<file path="src/rtl/sub_serial.sv">
// Bit-serial unsigned subtractor: one full-subtractor cell and a borrow flop
// produce diff = a - b (mod 2^WIDTH) and borrow = (a < b), LSB first, one bit
// per clock, behind a start/busy/done handshake.
module sub_serial #(
  parameter int WIDTH = 8
) (
  input  logic             clk_in,
  input  logic             rst_in,
  input  logic             start_in,
  input  logic [WIDTH-1:0] a_in,
  input  logic [WIDTH-1:0] b_in,
  output logic             busy_out,
  output logic             done_out,
  output logic [WIDTH-1:0] diff_out,
  output logic             borrow_out
);

  localparam int CW = (WIDTH > 1) ? $clog2(WIDTH) : 1;
  localparam logic [CW-1:0] LAST = CW'(WIDTH - 1);

  typedef enum logic [1:0] {
    IDLE = 2'd0,
    RUN  = 2'd1,
    DONE = 2'd2
  } state_t;

  state_t           state_q, state_d;
  logic [WIDTH-1:0] a_q, a_d;
  logic [WIDTH-1:0] b_q, b_d;
  logic [WIDTH-1:0] res_q, res_d;
  logic             bw_q, bw_d;
  logic [CW-1:0]    cnt_q, cnt_d;
  logic [WIDTH-1:0] diff_q, diff_d;
  logic             borrow_q, borrow_d;

  // Full-subtractor cell working on the current LSBs of the operand registers.
  logic             bit_diff;
  logic             bit_borrow;
  logic [WIDTH-1:0] res_shift;

  assign bit_diff   = a_q[0] ^ b_q[0] ^ bw_q;
  assign bit_borrow = (~a_q[0] & b_q[0]) | (~(a_q[0] ^ b_q[0]) & bw_q);
  // New bit enters from the MSB side so that after WIDTH shifts the LSB lands at bit 0.
  assign res_shift  = {bit_diff, res_q[WIDTH-1:1]};

  // Next-state and datapath update for the IDLE/RUN/DONE sequencer.
  always_comb begin
    state_d  = state_q;
    a_d      = a_q;
    b_d      = b_q;
    res_d    = res_q;
    bw_d     = bw_q;
    cnt_d    = cnt_q;
    diff_d   = diff_q;
    borrow_d = borrow_q;
    case (state_q)
      IDLE: begin
        if (start_in) begin
          a_d     = a_in;
          b_d     = b_in;
          res_d   = '0;
          bw_d    = 1'b0;
          cnt_d   = '0;
          state_d = RUN;
        end
      end
      RUN: begin
        res_d = res_shift;
        a_d   = a_q >> 1;
        b_d   = b_q >> 1;
        bw_d  = bit_borrow;
        cnt_d = cnt_q + CW'(1);
        if (cnt_q == LAST) begin
          // Publish the completed word and final borrow; they hold until the next completion.
          diff_d   = res_shift;
          borrow_d = bit_borrow;
          cnt_d    = '0;
          state_d  = DONE;
        end
      end
      DONE: begin
        state_d = IDLE;
      end
      default: begin
        state_d = IDLE;
      end
    endcase
  end

  // State and datapath registers; reset aborts any run and clears everything.
  always_ff @(posedge clk_in) begin
    if (rst_in) begin
      state_q  <= IDLE;
      a_q      <= '0;
      b_q      <= '0;
      res_q    <= '0;
      bw_q     <= 1'b0;
      cnt_q    <= '0;
      diff_q   <= '0;
      borrow_q <= 1'b0;
    end else begin
      state_q  <= state_d;
      a_q      <= a_d;
      b_q      <= b_d;
      res_q    <= res_d;
      bw_q     <= bw_d;
      cnt_q    <= cnt_d;
      diff_q   <= diff_d;
      borrow_q <= borrow_d;
    end
  end

  assign busy_out   = (state_q == RUN);
  assign done_out   = (state_q == DONE);
  assign diff_out   = diff_q;
  assign borrow_out = borrow_q;

endmodule
</file>
<file path="config.mk">
export PLATFORM = sky130hd
export DESIGN_NAME = sub_serial
export DESIGN_NICKNAME = d
export VERILOG_FILES = /design/src/rtl/sub_serial.sv
export SDC_FILE = /design/constraint.sdc
export NUM_CORES = 1
export LEC_CHECK = 0
export CAP_MARGIN = 20
export CORE_MARGIN = 2
export CORE_UTILIZATION = 40
export CTS_CLUSTER_DIAMETER = 120
export DETAILED_ROUTE_END_ITERATION = 6
export PLACE_DENSITY_LB_ADDON = 0.15
export RECOVER_POWER = 100
export SYNTH_ARGS = -nofsm -noshare
export SYNTH_HDL_FRONTEND = slang
export SYNTH_SLANG_ARGS = --single-unit
</file>
<file path="constraint.sdc">
create_clock -name clk_in -period 1.7 [get_ports clk_in]
set_input_delay 0.34 -clock clk_in [delete_from_list [all_inputs] [get_ports clk_in]]
set_output_delay 0.34 -clock clk_in [all_outputs]
set_load 0.05 [all_outputs]
</file>
Word-level counts from Yosys, hierarchy flattened
Index checks and enable logic that the tools add are counted.
{"block": "op_classes", "add_sub_neg": 1, "n_eq_ne": 5, "mux": 14, "n_bitwise": 7, "reduce_logical": 5}
{"op": "$pmux 8 s2", "count": 3}
{"op": "$mux 8", "count": 3}
{"op": "$mux 3", "count": 2}
{"op": "$pmux 3 s2", "count": 1}
{"op": "$reduce_and 2->1", "count": 3}
{"op": "$mux 2", "count": 2}
{"op": "$pmux 2 s2", "count": 1}
{"op": "$add 3x1->3 const B", "count": 1}
{"op": "$eq 3x3->1 const B", "count": 1}
{"op": "$and 1x1->1", "count": 2}
{"op": "$eq 2x1->1 const B", "count": 1}
{"op": "$eq 2x2->1 const B", "count": 1}
{"op": "$logic_not 2->1", "count": 1}
{"op": "$ne 2x1->1 const B", "count": 1}
{"op": "$ne 2x2->1 const B", "count": 1}
{"op": "$not 1->1", "count": 2}
{"op": "$pmux 1 s2", "count": 1}
{"op": "$reduce_bool 2->1", "count": 1}
{"op": "$xor 1x1->1", "count": 2}
{"op": "$mux 1", "count": 1}
{"op": "$or 1x1->1", "count": 1}
{"block": "totals", "ff_bits": 39, "output_inout_bits": 11}

Logic depth before layout (Yosys ltp)
{"block": "logic_depth", "ltp_word": 5, "ltp_mapped": 6}

Worst setup path after synthesis
No wires, ideal clock.
{"block": "synth_timing", "path_type": "reg-to-output", "from": "register state_q[1]", "to": "output port done_out", "t_arrival_ns": 1.398, "required_time_ns": 1.360, "path_slack_ns": -0.038, "stages_incl_launch_ff": 3, "path_buffers": 1, "path_cell_list": "dfxtp_1 > clkbuf_1 > nor2b_1"}
{"block": "synth_via", "elab_chain_cells": 1}
{"element": "start: declaration", "line": "27", "rtl": "state_t state_q, state_d;"}
{"element": "start signal: assignment", "line": "102", "rtl": "state_q <= state_d;"}
{"element": "$eq 2x2->1", "line": "114", "rtl": "assign done_out = (state_q == DONE);"}
{"element": "end: declaration", "line": "13", "rtl": "output logic done_out,"}
No other way between the ends.

Worst setup path in the final report
{"block": "layout_timing", "from": "register state_q[1]", "to": "output port busy_out"}
{"block": "layout_via", "elab_chain_cells": 1}
{"element": "$eq 2x1->1", "line": "113", "rtl": "assign busy_out = (state_q == RUN);"}
{"element": "end: declaration", "line": "12", "rtl": "output logic busy_out,"}
No other way between the ends.

==> results.cfg <==
[run_status]
status = completed

[routing]
routed_wl_mm = 3.439
ant_nets = 0
drt_first_pass_iters = 4
viasPerCell = 5.309
vias = 1359
first_iter_violations = 71
drc = 0
wl_per_cell_um = 13.43

[timing]
tightestPinTransition_ps = 599.6
setup_viol_count_final = 0
worst_slack_ps = 97.29
layout_min_cycle_time_ps = 1603
setup_tns_ps = 0
rsz0062_at_grt = no
hold_violations = 0
fin_crit_sh = 0.9428
skew_ps = 4.122
slew-limit-headroom = 0.6020
max_freq_ghz = 0.6239
hold_ws_ps = 454.6
maxSlewViolCount = 0

[cells_and_area]
final_layout_size_suffix_gt1_frac = 0.1202
area_growth_syn_to_layout_pct = 28.34
fillCellCount = 368
regArea_um2 = 762.0
nNetsFinal = 229
final_cells = 256
multi_input_area_um2 = 735.7
antenna_cells = 0

[power_and_ir_drop]
peakVddDrop_mv = 0.5762
power_density_mw_per_mm2 = 1033
p_leak_uw = 0.0007973
finalPower_uw = 2114

[placement]
dpl.cell_count = 248
gp_congestion = 0.7205
portBuffers = 29
pre_cts_ws_ps = -144.3
place_hpwl_mm = 2.269

[global_route]
first_global_vias = 1292
grt_util_all_layers = 0.1688
grt_max_degree = 39
antenna_found_initial = 0
grt-ovfl-total = 0
grt_pass1_wl_mm = 5.658

[die]
die-area_mm2 = 0.004506
die_x_um = 67.13
io_pins = 30
fp.coreArea_mm2 = 0.003744
row_count = 22
die_y_um = 67.13
initial_utilization = 0.4258

[yosys]
ys_ff_latch = 38
syn-num-nets = 200
avgSynthCellArea_um2 = 8.955
yosysWarnings = 0
ys_types = 27
ys_seq_area_frac = 0.4772
synthCells = 178
synth_area_mm2 = 0.001594

[min_path]
hold_path.class = flip-flop to flip-flop
hold_depth = 2
hp-start = diff_out[4]
worstHoldEndpoint = diff_out[4]

[worst_setup_path]
crit-reg2reg-capture = diff_out[3]
cp_slowest_cell = dfxtp_2
startpoint_type = flip-flop
cp_cell_sequence = nand2b_1 -> inv_1 -> buf_6 -> buf_6
critPathRequiredTime_ps = 1360
reg2reg_depth = 5
cp.buffers_inverters = 3
cpPeakStageDelay_ps = 360
crit_top_cell = buf_6
worstSetupEndpointType = output pin
crit_family = buffers and inverters
r2r-start = cnt_q[0]
critical_path_arrival_ps = 1260
ff2ff_setup_slack_ps = 340
path_depth = 4
cp_max_fo = 21
crit_type = flip-flop to output pin

[cts]
htreeDepth = 2
cts_buffer_depth = 2
clk_latency_ps = 290
clock-sinks = 38
cts_root_buffer = clkbuf_8
numCtsBuffers = 5
cts.clk_slew.worst_paths_ps = 70
hold_buffers = 0
tritoncts = built

[flow_run]
max_cap_violations = 0
[how the worst max path moves through the flow]
| stage | start | end | slack (ps) |
|---|---|---|---|
| finish | state_q[1] | busy_out | 100 |
| global route | state_q[1] | busy_out | 50 |
| CTS | state_q[1] | busy_out | 20 |
| detailed placement | start_in | res_q[7] | -140 |
| global placement | start_in | cnt_q[0] | -70 |
| floorplan | state_q[1] | done_out | 200 |
[synthesized netlist by cell type]
master / n / area share
a21oi_1: 19 / 0.060
nand2_1: 8 / 0.019
buf_2: 5 / 0.016
nand2b_1: 2 / 0.0078
o21bai_1: 1 / 0.0047
or3b_1: 2 / 0.011
inv_1: 7 / 0.016
nand3b_1: 1 / 0.0047
clkbuf_1: 5 / 0.012
nand3_1: 8 / 0.025
o21ai_0: 2 / 0.0063
a211oi_1: 10 / 0.047
o21ba_2: 1 / 0.0063
a22oi_1: 10 / 0.047
nor2_1: 32 / 0.075
buf_4: 2 / 0.0094
nor2b_1: 1 / 0.0039
o221a_2: 4 / 0.028
a311oi_1: 1 / 0.0055
mux2i_1: 11 / 0.069
buf_6: 1 / 0.0071
nor3_1: 1 / 0.0031
dfxtp_1: 38 / 0.48
buf_1: 2 / 0.0047
a2bb2oi_1: 1 / 0.0055
ha_1: 2 / 0.016
fa_1: 1 / 0.013
[worst reg2reg max path, stage by stage (launching register included)]
cell and delay [ps]:
dfxtp_1 330, ha_1 200, ha_1 190, nand3b_1 320
nand2_1 100, a21oi_1 150
[registers in the layout, indices dropped and copies added (netlist names)]
name	cells
bw_q	1
a_q	8
borrow_out	1
res_q	7
diff_out	8
state_q	2
b_q	8
cnt_q	3
[per-stage QoR]
step	area [um2]	util
6_report	2046	0.5465
2_1_floorplan	1597	-
5_1_grt	2046	0.5465
3_5_place_dp	1939	0.5180
3_3_place_gp	1939	0.5180
4_1_cts	2082	0.5562
[report_power, final]
group / internal [uW] / switching, uW / total (uW) / leakage [uW]
Sequential: 929 / 25.5 / 954 / 0.000311
Clock: 626 / 311 / 936 / 0.0000714
Combinational: 113 / 110 / 223 / 0.000415
Total: 1670 / 447 / 2110 / 0.000797
[cells by family (layout without fill, tap and decap cells)]
logic type / after synthesis / after routing / synth area share
AOI/OAI and AO/OA: 49 / 49 / 0.2104
DFF: 38 / 38 / 0.4772
adders and majority gates: 3 / 3 / 0.02826
buffers and inverters: 22 / 52 / 0.06515
and+or+nand+nor: 55 / 55 / 0.1499
muxes: 11 / 11 / 0.06908
[cell type report]
class | count | share of cell area
clock inverters | 2 | 0.02936
flip-flops and latches | 38 | 0.3725
repair buffers | 37 | 0.1560
inverters | 7 | 0.01284
clock buffers | 6 | 0.04037
well taps | 48 | 0.02936
multi-input cells | 118 | 0.3596
[cell usage in the layout (no fill, tap or decap), types with 5 or more instances in the layout]
master,instances
inv_1,7
nand2_1,8
nand3_1,8
a21oi_1,19
a22oi_1,10
clkbuf_1,9
clkdlybuf4s50_1,17
clkbuf_8,6
a211oi_1,10
buf_4,5
dfxtp_1,37
mux2i_1,11
nor2_1,32
[timing repair]
item	CTS	global route
setup buffers	0	0
resized for setup	0	3
hold endpoints to repair	0	0
setup endpoints to repair	0	4
[layer usage]
layer,wire (um),GRT usage,share of wire
met4,46,0.06122,0.013
met2,1820,0.3057,0.53
met3,158,0.05574,0.046
met1,1413,0.1813,0.41
met5,0,0,0
Power figures use the tool's default switching activity.
